===== config.mk =====
export PLATFORM = sky130hd
export DESIGN_NAME = dense_feeder
export DESIGN_NICKNAME = d
export VERILOG_FILES = /design/src/rtl/dense_feeder.sv
export SDC_FILE = /design/constraint.sdc
export NUM_CORES = 1
export LEC_CHECK = 0
export ABC_CLOCK_PERIOD_IN_PS = 5950
export CAP_MARGIN = 20
export CORE_AREA = 2 2 149 151
export CTS_BUF_LIST = sky130_fd_sc_hd__clkbuf_8 sky130_fd_sc_hd__clkbuf_16
export DETAILED_ROUTE_END_ITERATION = 7
export DIE_AREA = 0 0 151 153
export MAX_ROUTING_LAYER = met4
export PLACE_DENSITY = 0.75
export SYNTH_ARGS = -nofsm -noshare
export SYNTH_HDL_FRONTEND = slang
export SYNTH_SLANG_ARGS = --single-unit

===== constraint.sdc =====
create_clock -name i_clk -period 5.95 [get_ports i_clk]
set_input_delay 0.595 -clock i_clk [delete_from_list [all_inputs] [get_ports i_clk]]
set_output_delay 0.595 -clock i_clk [all_outputs]
set_load 0.02 [all_outputs]

===== src/rtl/dense_feeder.sv =====
// ---------------------------------------------------------------------------
// dense_feeder
//
// Sequencer for the dense (fully connected) classification layer. For every
// output class it streams the N_FEAT feature words from the feature buffer,
// paired with that class's weights, into an external MAC. It then collects
// the accumulated score and keeps the running arg-max. When the last class
// has been scored it reports the winning texture class.
//
// Ports
//   i_clk, i_rst      clock, asynchronous active-high reset
//   i_start           start one classification (sampled only while idle)
//   o_feat_addr       feature buffer read address (1-cycle read latency)
//   i_feat_data       feature word returned by the buffer (unsigned)
//   o_wgt_addr        weight memory read address (1-cycle read latency)
//   i_wgt_data        weight returned by the memory (signed)
//   o_mac_clr         one-cycle accumulator clear ahead of each class
//   o_mac_valid       o_ni_rd / o_weight carry a beat this cycle
//   o_mac_last        beat is the final element of the class
//   o_ni_rd, o_weight operand pair presented to the MAC
//   i_mac_done        MAC result ready
//   i_mac_dout        MAC result (signed)
//   o_score_valid     one-cycle pulse per captured class score
//   o_score_idx       class index belonging to o_score
//   o_score           captured class score
//   o_busy            high whenever a classification is in progress
//   o_done            one-cycle pulse at the end of a classification
//   o_class           arg-max class, held until the next o_done
// ---------------------------------------------------------------------------
module dense_feeder #(
  parameter int N_FEAT  = 256,
  parameter int N_CLASS = 8,
  parameter int FEAT_W  = 24,
  parameter int WGT_W   = 24,
  parameter int ACC_W   = 56,
  parameter int FA_W    = $clog2(N_FEAT),
  parameter int WA_W    = $clog2(N_FEAT * N_CLASS),
  parameter int CI_W    = (N_CLASS > 1) ? $clog2(N_CLASS) : 1
) (
  input  logic                    i_clk,
  input  logic                    i_rst,
  input  logic                    i_start,
  output logic [FA_W-1:0]         o_feat_addr,
  input  logic [FEAT_W-1:0]       i_feat_data,
  output logic [WA_W-1:0]         o_wgt_addr,
  input  logic signed [WGT_W-1:0] i_wgt_data,
  output logic                    o_mac_clr,
  output logic                    o_mac_valid,
  output logic                    o_mac_last,
  output logic [FEAT_W-1:0]       o_ni_rd,
  output logic signed [WGT_W-1:0] o_weight,
  input  logic                    i_mac_done,
  input  logic signed [ACC_W-1:0] i_mac_dout,
  output logic                    o_score_valid,
  output logic [CI_W-1:0]         o_score_idx,
  output logic signed [ACC_W-1:0] o_score,
  output logic                    o_busy,
  output logic                    o_done,
  output logic [CI_W-1:0]         o_class
);

  typedef enum logic [2:0] {
    S_IDLE,
    S_CLR,
    S_STREAM,
    S_DRAIN,
    S_WAIT,
    S_NEXT,
    S_DONE
  } state_t;

  localparam logic [FA_W-1:0] FEAT_LAST = FA_W'(N_FEAT - 1);
  localparam logic [CI_W-1:0] CLS_LAST  = CI_W'(N_CLASS - 1);

  // The first class always seeds the maximum; afterwards only a strictly
  // larger signed score replaces it, so ties keep the lower class index.
  function automatic logic beats_max(input logic signed [ACC_W-1:0] score,
                                     input logic signed [ACC_W-1:0] best,
                                     input logic                    first);
    return first || (score > best);
  endfunction

  state_t                  state_q, state_d;
  logic [FA_W-1:0]         feat_q;
  logic [CI_W-1:0]         cls_q;
  logic [WA_W-1:0]         wa_q;
  logic                    drain_q;
  logic signed [ACC_W-1:0] max_q;
  logic [CI_W-1:0]         max_idx_q;
  logic [CI_W-1:0]         class_q;
  logic signed [ACC_W-1:0] score_q;
  logic [CI_W-1:0]         score_idx_q;
  logic                    score_vld_q;

  logic                    vld_p0, last_p0;
  logic                    vld_p1, last_p1;
  logic [FEAT_W-1:0]       ni_rd_p1;
  logic signed [WGT_W-1:0] weight_p1;

  logic feat_is_last;
  logic cls_is_last;
  logic score_take;

  assign feat_is_last = (feat_q == FEAT_LAST);
  assign cls_is_last  = (cls_q == CLS_LAST);
  assign score_take   = (state_q == S_WAIT) && i_mac_done;

  always_ff @(posedge i_clk or posedge i_rst) begin
    if (i_rst) begin
      state_q <= S_IDLE;
    end else begin
      state_q <= state_d;
    end
  end

  always_comb begin
    state_d = state_q;
    case (state_q)
      S_IDLE:   if (i_start) state_d = S_CLR;
      S_CLR:    state_d = S_STREAM;
      S_STREAM: if (feat_is_last) state_d = S_DRAIN;
      // Two cycles let the final address ripple through the memory read
      // and the output register before waiting on the MAC.
      S_DRAIN:  if (drain_q) state_d = S_WAIT;
      S_WAIT:   if (i_mac_done) state_d = S_NEXT;
      S_NEXT:   state_d = cls_is_last ? S_DONE : S_CLR;
      S_DONE:   state_d = S_IDLE;
      default:  state_d = S_IDLE;
    endcase
  end

  // Sequencing counters, score capture and arg-max tracking.
  always_ff @(posedge i_clk or posedge i_rst) begin
    if (i_rst) begin
      feat_q      <= '0;
      cls_q       <= '0;
      wa_q        <= '0;
      drain_q     <= 1'b0;
      max_q       <= '0;
      max_idx_q   <= '0;
      class_q     <= '0;
      score_q     <= '0;
      score_idx_q <= '0;
      score_vld_q <= 1'b0;
    end else begin
      score_vld_q <= score_take;
      case (state_q)
        S_IDLE: begin
          if (i_start) begin
            cls_q  <= '0;
            feat_q <= '0;
            wa_q   <= '0;
          end
        end
        S_CLR: begin
          feat_q <= '0;
        end
        S_STREAM: begin
          // Weights of consecutive classes are contiguous, so a single
          // running address equals cls*N_FEAT + feat.
          feat_q  <= feat_is_last ? '0 : feat_q + FA_W'(1);
          wa_q    <= wa_q + WA_W'(1);
          drain_q <= 1'b0;
        end
        S_DRAIN: begin
          drain_q <= 1'b1;
        end
        S_WAIT: begin
          if (i_mac_done) begin
            score_q     <= i_mac_dout;
            score_idx_q <= cls_q;
            if (beats_max(i_mac_dout, max_q, cls_q == '0)) begin
              max_q     <= i_mac_dout;
              max_idx_q <= cls_q;
            end
          end
        end
        S_NEXT: begin
          if (cls_is_last) begin
            class_q <= max_idx_q;
          end else begin
            cls_q <= cls_q + CI_W'(1);
          end
        end
        default: ;
      endcase
    end
  end

  // Stage p0: address cycle recorded; memory data arrives during p0.
  always_ff @(posedge i_clk or posedge i_rst) begin
    if (i_rst) begin
      vld_p0  <= 1'b0;
      last_p0 <= 1'b0;
    end else begin
      vld_p0  <= (state_q == S_STREAM);
      last_p0 <= (state_q == S_STREAM) && feat_is_last;
    end
  end

  // Stage p1: memory data registered toward the MAC; operands hold
  // their last value between beats.
  always_ff @(posedge i_clk or posedge i_rst) begin
    if (i_rst) begin
      vld_p1    <= 1'b0;
      last_p1   <= 1'b0;
      ni_rd_p1  <= '0;
      weight_p1 <= '0;
    end else begin
      vld_p1  <= vld_p0;
      last_p1 <= last_p0;
      if (vld_p0) begin
        ni_rd_p1  <= i_feat_data;
        weight_p1 <= i_wgt_data;
      end
    end
  end

  assign o_feat_addr   = feat_q;
  assign o_wgt_addr    = wa_q;
  assign o_mac_clr     = (state_q == S_CLR);
  assign o_mac_valid   = vld_p1;
  assign o_mac_last    = last_p1;
  assign o_ni_rd       = ni_rd_p1;
  assign o_weight      = weight_p1;
  assign o_score_valid = score_vld_q;
  assign o_score_idx   = score_idx_q;
  assign o_score       = score_q;
  assign o_busy        = (state_q != S_IDLE);
  assign o_done        = (state_q == S_DONE);
  assign o_class       = class_q;

endmodule


* Word-level counts from Yosys, hierarchy flattened
Cells that the tools add are included.
** Word-level totals
- Bits of input ports :: 108
- Word-level logic and storage cells :: 66
- Register bits after elaboration :: 200
** Cells by class
- Order comparisons :: 1
- Muxes and demuxes :: 15
- Reductions and logical operators :: 17
- Add/sub/neg operators :: 3
- Eq/ne operators :: 13
** Operators with widths (count)
- greater-than comparator 56 bit :: 1
- case mux 8 bit (3 select lines) :: 1
- case mux 11 bit (2 select lines) :: 1
- two-way mux 3 bit :: 7
- case mux 3 bit (6 select lines) :: 1
- two-way mux 8 bit :: 2
- equality test 3 bit (second input constant) :: 4
- adder 11 x 1 -> 11 bit (second input constant) :: 1
- two-way mux 11 bit :: 1
- != test 2 bit (second input constant) :: 5
- adder 8 x 1 -> 8 bit (second input constant) :: 1
- equality test 8 bit (second input constant) :: 1
- AND reduction 2 bit :: 4
- equality test 3 x 2 -> 1 bit (second input constant) :: 2
- zero test 3 bit :: 2
- case mux 3 bit (2 select lines) :: 1
- AND reduction 3 bit :: 2
- nonzero test 2 bit :: 3
- nonzero test 3 bit :: 2
- AND reduction 4 bit :: 1
- adder 3 x 1 -> 3 bit (second input constant) :: 1
- equality test 3 x 1 -> 1 bit (second input constant) :: 1
- logical AND 1 bit :: 2
- case mux 1 bit (2 select lines) :: 1
- logical OR 1 bit :: 1

* Depth between registers and ports, before layout
- Depth in word-level cells :: 3
- Mapped depth :: 12
- Depth with buffers taken out :: 10

* Worst setup path after synthesis
OpenSTA, ideal clock, no wires.
- Path kind :: input port to flip-flop
- Start :: input i_mac_dout[13]
- End :: register max_idx_q[0]
- Stages :: 11
- Data required time :: 5.825 ns
- Buffers on the path :: 2
- Setup time :: 0.125 ns
- Slack :: 3.045 ns
- Arrival :: 2.780 ns
- Path through :: ha_1 a21o_1 a21o_1 a221o_1 a21oi_1 o211a_1 nand3b_2 a31oi_4 buf_6 buf_12 mux2_4
** On the way
- Word-level cells in the longest chain between the ends :: 3
** RTL lines
- start, declared :: line 53 : input logic signed [ACC_W-1:0] i_mac_dout,
- greater-than comparator 56 bit :: line 80 : return first || (score > best);
- logical OR 1 bit :: line 80
- AND reduction 3 bit (no source line)
- end signal, assigned :: line 174 : max_idx_q <= cls_q;
- end, declared :: line 89 : logic [CI_W-1:0] max_idx_q;
No other way between the ends.
A chain may end at the register's enable or synchronous reset.

* Worst setup path after layout
- Start :: input i_mac_dout[22]
- End :: register max_q[36]
** On the way
- Word-level cells in the longest chain between the ends :: 3
** RTL lines
- greater-than comparator 56 bit :: line 80
- logical OR 1 bit :: line 80
- AND reduction 3 bit (no source line)
- end signal, assigned :: line 173 : max_q <= i_mac_dout;
- end, declared :: line 88 : logic signed [ACC_W-1:0] max_q;
No other way between the ends.

==> flow_summary.toml <==
[cts]
clk_pin_slew_ps = 70
clk_path_buf_depth = 2
cts_max_level = 4
cts_setup_buffers = 0
cts.sinks = 200
cts_buffers = 17
cts_tree = "yes"
cts-hold-fix-buffers = 0
post_cts_resized = 0
cts-root-buf = "clkbuf_16"
worstSkewPairLatency_ps = 430

[synthesis]
synth_top_area_cell = "dfrtp_1"
synth_top_flop_cell = "dfrtp_1"
synthTopCellsByArea = "dfrtp_1, mux2_2, nand2_1"
yosys_warnings = 0
ys_types = 46
synth.cell_area_um2 = 9329
avgSynthCellArea_um2 = 10.98
synthCells = 850
ys_seq_area_frac = 0.5365
synth_top_area_share = 0.5365
synth.net_count = 1019
synth_enable_flop_cells = 0
async_flop_share = 1.000
ys_ff_latch = 200

[sta]
min_period_ps = 3328
setup-violations-final = 0
fin_crit_sh = 0.5593
final.setup_skew_ps = 11.47
slew_violations = 0
fin_hold_ws_ps = 354.6
relSlewSlack = 0.2896
tightest_slew_ps = 1066
hold_viol = 0
grt_setup_unrepaired = "false"
timing.fmax_mhz = 300.5
finalWorstSetupSlack_ps = 2622
setup-tns-final_ps = 0

[power]
sw_frac_of_total = 0.3536
switchingPower_uw = 2109
pwr-share-comb = 0.431
p_per_area_nw_per_um2 = 473.3
p_int_uw = 3855
p_clk_frac = 0.190
seqPwrFrac = 0.379
vdd_drop_max_mv = 0.2319
p_leak_uw = 0.005905
total_power_uw = 5964

[critical_path]
cp.arrival_ps = 3630
crit_path_start_kind = "primary input"
crit_required_ps = 6260
cpPeakStageDelay_ps = 500
critPathMaxFanout = 30
cp_slowest_cell = "clkdlybuf4s50_1"
path_cells = "clkdlybuf4s50_1 > ha_1 > nand4_1 > nor4_1 > nand2_1 > nor3_1 > nor2_1 > a31oi_4 > buf_4 > mux2_2"
end_kind = "flop"
path_class = "in2reg"

[floorplan]
dieArea_um2 = 23100
rows = 54
ioPinCount = 243
core_region_area_um2 = 21490
dieHeight_um = 153
die_w_um = 151
initial_core_util = 0.4342

[placement]
routabilityCongestion = 0.7863
dpl-instance-area_um2 = 12010
io_buffers = 242
dp_hpwl_mm = 15.62
dp_slack_ps = 2132

[detailed_routing]
firstDrtPassIters = 5
wl_per_cell_um = 15.60
drtIter0Drc = 252
drt-total-wl_mm = 21.54
vias_per_cell = 4.994
ant_nets = 0
drc = 0
via_count = 6897

[worst_hold_path]
hp-class = "reg2reg"

[global_route]
grt_pass1_wl_mm = 35.78
antenna_found_initial = 0
grt_max_degree = 108
grt.total_usage = 0.2008
grt_pass1_vias = 6997
grt_overflow = 0

[run]
max_cap_viol_count = 0

[cells_and_area]
fin_area_um2 = 12600
drive_gt1_frac = 0.1426
num-nets-final = 1258
n_antenna_cell = 0
areaGrowthSynthToFinish_pct = 35.07

[run_status]
status = "finished clean"
## logic make-up (layout without fill, tap and decap cells)
logic type | count (synthesis) | after routing | synth area share
simple gates | 294 | 294 | 0.1352
flops | 200 | 200 | 0.5365
mux | 111 | 111 | 0.1419
buf+inv | 93 | 344 | 0.04292
compound gates | 89 | 89 | 0.05982
fa+ha+maj | 61 | 61 | 0.08181
xor+xnor | 2 | 2 | 0.001878
## state kept, by name, indices dropped and copies added, names as in the netlist, 8 cells and up
name,count
o_wgt_addr,11
max_q,56
o_feat_addr,8
o_ni_rd,24
o_weight,24
o_score,56
## power groups by stage
| stage | sequential [µW] | combinational (µW) | clock, µW |
|---|---|---|---|
| after detailed placement | 2280 | 2590 | 0 |
| after CTS | 2260 | 2600 | 1160 |
| final | 2260 | 2570 | 1140 |
| after global routing | 2340 | 2810 | 1230 |
| after floorplan | 2590 | 1180 | 0 |
| after global placement | 2260 | 2530 | 0 |
## per-layer routing
layer  routed length (µm)  global-route usage  vias up  share of wire
li1                     -                   -     3344              -
met3                  883             0.03731       32          0.041
met1                 9480              0.2535     3364           0.44
met5                    0                   -        -              0
met4                  544             0.06676        0          0.025
met2                10630              0.3260      157           0.49
## per-stage QoR
| step | cells | utilization |
|---|---|---|
| 3_5_place_dp | 1348 | 0.5588 |
| 5_1_grt | 1381 | 0.5865 |
| 6_report | 1381 | 0.5865 |
| 3_3_place_gp | 1348 | 0.5588 |
| 2_1_floorplan | 850 | - |
| 4_1_cts | 1379 | 0.5853 |
## critical path: cells and delay by family
kind / cells / cell delay (ps)
AOI/OAI and AO/OA: 1 / 210
adders and majority gates: 1 / 340
muxes: 1 / 390
buffers and inverters: 2 / 930
and+or+nand+nor: 5 / 1140
## worst paths after layout
| path | depth (start not counted) | start | to | slack (ps) |
|---|---|---|---|---|
| worst max-delay path | 10 | i_mac_dout[22] | max_q[36] | 2620 |
| max in group asynchronous | 4 | i_rst | vld_p0 | 4300 |
| min in group asynchronous | 2 | i_rst | max_q[44] | 470 |
| worst min-delay path | 0 | last_p0 | o_mac_last | 350 |
| worst min register to register | 0 | last_p0 | o_mac_last | 350 |
| worst max register to register | 11 | max_q[35] | max_q[36] | 2930 |
## cells in the mapped netlist (3+ instances only)
| master | instances |
|---|---|
| o31ai_1 | 5 |
| nand2b_1 | 5 |
| and3_1 | 5 |
| buf_4 | 3 |
| mux2_2 | 90 |
| nor2_1 | 19 |
| inv_1 | 63 |
| a31oi_1 | 3 |
| clkbuf_1 | 23 |
| nand2_1 | 206 |
| nor2b_1 | 8 |
| dfrtp_1 | 200 |
| nor3_1 | 4 |
| a21oi_1 | 27 |
| o21ai_0 | 28 |
| mux2_4 | 20 |
| a21o_1 | 9 |
| ha_1 | 61 |
| nand4_1 | 12 |
| a211oi_1 | 3 |
| nand3_1 | 24 |
| a221o_1 | 3 |
## cell type report
type,count,area (µm²)
multi-input combinational,557,3929
fill,1850,8885
inverter,63,240.2
timing repair buffer,250,2505
sequential,200,5006
tap,280,350.3
clock buffer,18,439.2
clock inverter,13,131.4
## placed cells by master, fill, tap and decap left out, types with 3 or more instances in the layout
master / synthesis / final
ha_1: 61 / 61
mux2_4: 20 / 20
clkinvlp_4: 0 / 6
a21oi_1: 27 / 27
and3_1: 5 / 5
a21o_1: 9 / 9
buf_4: 3 / 5
a211oi_1: 3 / 3
dfrtp_1: 200 / 199
mux2_2: 90 / 90
nand2_1: 206 / 206
nand4_1: 12 / 12
o21ai_0: 28 / 28
a31oi_1: 3 / 3
nand3_1: 24 / 23
clkbuf_16: 0 / 17
nand2b_1: 5 / 5
a221o_1: 3 / 3
clkdlybuf4s50_1: 0 / 242
o31ai_1: 5 / 5
nor2_1: 19 / 19
inv_1: 63 / 64
nor2b_1: 8 / 8
nor3_1: 4 / 4
(Power assumes the default switching activity.)
==> edit, RTL diff (config.mk and constraints unchanged) <==
Change the parameter `WGT_W` from 24 to 48.
--- a/src/rtl/dense_feeder.sv
+++ b/src/rtl/dense_feeder.sv
@@ -32,5 +32,5 @@
   parameter int N_CLASS = 8,
   parameter int FEAT_W  = 24,
-  parameter int WGT_W   = 24,
+  parameter int WGT_W   = 48,
   parameter int ACC_W   = 56,
   parameter int FA_W    = $clog2(N_FEAT),
Interface: changed (resized i_wgt_data and o_weight); port bits go from 243 to 291. The function was not compared with the original's and may differ.
==> edit against the unedited design <==
Synthesized area up 8.7%; critical path type unchanged; setup slack worse by 0.39 ns; cell count shrank 0.36%; sequential cell count grew 24; sequential share of layout area decreased by 0.16 points; design area is 12% higher; routed wire length increased by 14%; count of clock-buffer cells in the layout rose by 14.
Power is not compared: it rests on default switching activity, and its combinational part moved more than twofold at a synthesized area within 25%.
==> edit: results (changes against the unedited design) <==
stage	metric	value	unit	change
outcome	status	finished, final reports clean		unchanged
global_routing	grt met2 use	34.72	%	was 32.60%
setup_path	crit path max-delay cell type	nor2_4		was clkdlybuf4s50_1
yosys	Seq/Total Area, Yosys	55.30	%	was 53.65%
clock_network	H-tree depth	1		was 4
detailed_routing	Post-Route WL	24490	um	was 21540 um
global_routing	met1 usage	29.31	%	was 25.35%
yosys	count of cell types in the netlist	40		was 46
clock_network	clk root buf	clkbuf_16		unchanged
detailed_routing	DR vias/cell	5.095		was 4.994
yosys	Mapped Cells	783		was 850
global_routing	vias in the first global route	7193		was 6997
detailed_routing	DRT Pass-1 Iters	4		was 5
timing	Max-slew headroom	37.22	%	was 28.96%
clock_network	Post-CTS Setup Inserts	0		unchanged
clock_network	CTS resizes	0		unchanged
global_routing	antenna violations before repair	0		unchanged
yosys	ys async rst share	100.0	%	unchanged
global_routing	GRT Overall Usage	21.90	%	was 20.08%
detailed_routing	Metal-1 WL	10810	um	was 9480 um
yosys	most frequent cells after synthesis	224 x dfrtp_1, 173 x mux2_2, 67 x inv_1		was 206 x nand2_1, 200 x dfrtp_1, 90 x mux2_2
detailed_routing	uppermost layer routed	met4		unchanged
global_routing	largest net degree at the start of global routing	134		was 108
clock_network	Max clock buf depth	3		was 2
yosys	Syn Nets	976		was 1019
detailed_routing	met3 wire length	1239	um	was 883 um
timing	Worst Skew	0.006289	ns	was 0.01147 ns
clock_network	cts bufs inserted	25		was 17
placed_design	DP Wirelength	17810	um	was 15620 um
setup_path	CP peak stage delay	0.71	ns	was 0.50 ns
detailed_routing	WL/cell	17.79	um	was 15.60 um
detailed_routing	Routed met2 length	11720	um	was 10630 um
placed_design	Post-DP Area	13340	sq um	was 12010 sq um
yosys	YS warnings	0		unchanged
clock_network	clock latency on the worst-skew pair	0.51	ns	was 0.43 ns
global_routing	M3 GR Usage	3.493	%	was 3.731%
clock_network	clock-pin slew on the worst setup and hold paths	0.06	ns	
setup_path	CP top delay family	compound AO/OA/AOI/OAI gates		was simple AND/OR/NAND/NOR gates
yosys	Synth area leaders	dfrtp_1 55%, mux2_2 19%, ha_1 7.5%, mux2_4 3.0%, inv_1 2.5%		was dfrtp_1 54%, mux2_2 11%, nand2_1 8.3%, ha_1 8.2%, mux2_4 3.2%
pwr	Worst VDD drop	0.1968	mV	
hold_path	worst min path class	flop to flop		unchanged
cells_and_area	Inserted Diodes	0		unchanged
placed_design	pre-CTS setup slack	1.685	ns	was 2.132 ns
placed_design	Placed Instances	1331		was 1348
pwr	Leakage	6.437	nW	
setup_path	Critical Path Fanout Max	31		was 30
setup_path	critical path data arrival time	4.12	ns	was 3.63 ns
global_routing	first-pass GRT wire length	38920	um	was 35780 um
detailed_routing	Iteration-0 DRC Markers	304		was 252
cells_and_area	share of layout cells above drive strength 1	22.45	%	was 14.26%
placed_design	Port Buf Inserts	290		was 242
placed_design	GPL Wtd Cong	0.8074		was 0.7863
## edit: layout make-up
| cell class | instances | area (sq um) |
|---|---|---|
| clock buffers | 32 | 721.9 |
| clock inverters | 13 | 111.4 |
| fillers | 1654 | 7317 |
| inverters | 67 | 255.2 |
| multi-input cells | 465 | 4158 |
| flip-flops and latches | 224 | 5607 |
| well taps | 280 | 350.3 |
| repair buffers | 295 | 2965 |
## edit: where the power goes
part           internal, mW  switching [mW]
clock network         0.935           0.611
logic                 0.158           0.134
registers              1.55          0.0122
## edit: cell families (layout without fill, tap and decap cells)
logic type | after synthesis | after routing | share of synthesized area (%)
AOI/OAI and AO/OA | 77 | 77 | 4.394
muxes | 194 | 194 | 22.28
xor gates and xnor gates | 7 | 7 | 0.6049
adders and majority gates | 61 | 61 | 7.530
buffers and inverters | 94 | 407 | 3.740
and+or+nand+nor | 126 | 126 | 6.147
DFF | 224 | 224 | 55.30
## edit: worst paths after layout
| path | from | end | slack [ns] | cells past startpoint |
|---|---|---|---|---|
| min in group asynchronous | i_rst | o_score[26]$_DFFE_PP0P_ | 0.56 | 2 |
| setup reg to reg | max_q[27]$_DFFE_PP0P_ | max_q[43]$_DFFE_PP0P_ | 2.43 | 11 |
| setup / recovery | i_mac_dout[27] | max_q[43]$_DFFE_PP0P_ | 2.23 | 11 |
| hold reg to reg | last_p0$_DFF_PP0_ | o_mac_last$_DFF_PP0_ | 0.36 | 0 |
| hold / removal | last_p0$_DFF_PP0_ | o_mac_last$_DFF_PP0_ | 0.36 | 0 |
| max in group asynchronous | i_rst | max_q[53]$_DFFE_PP0P_ | 4.18 | 3 |
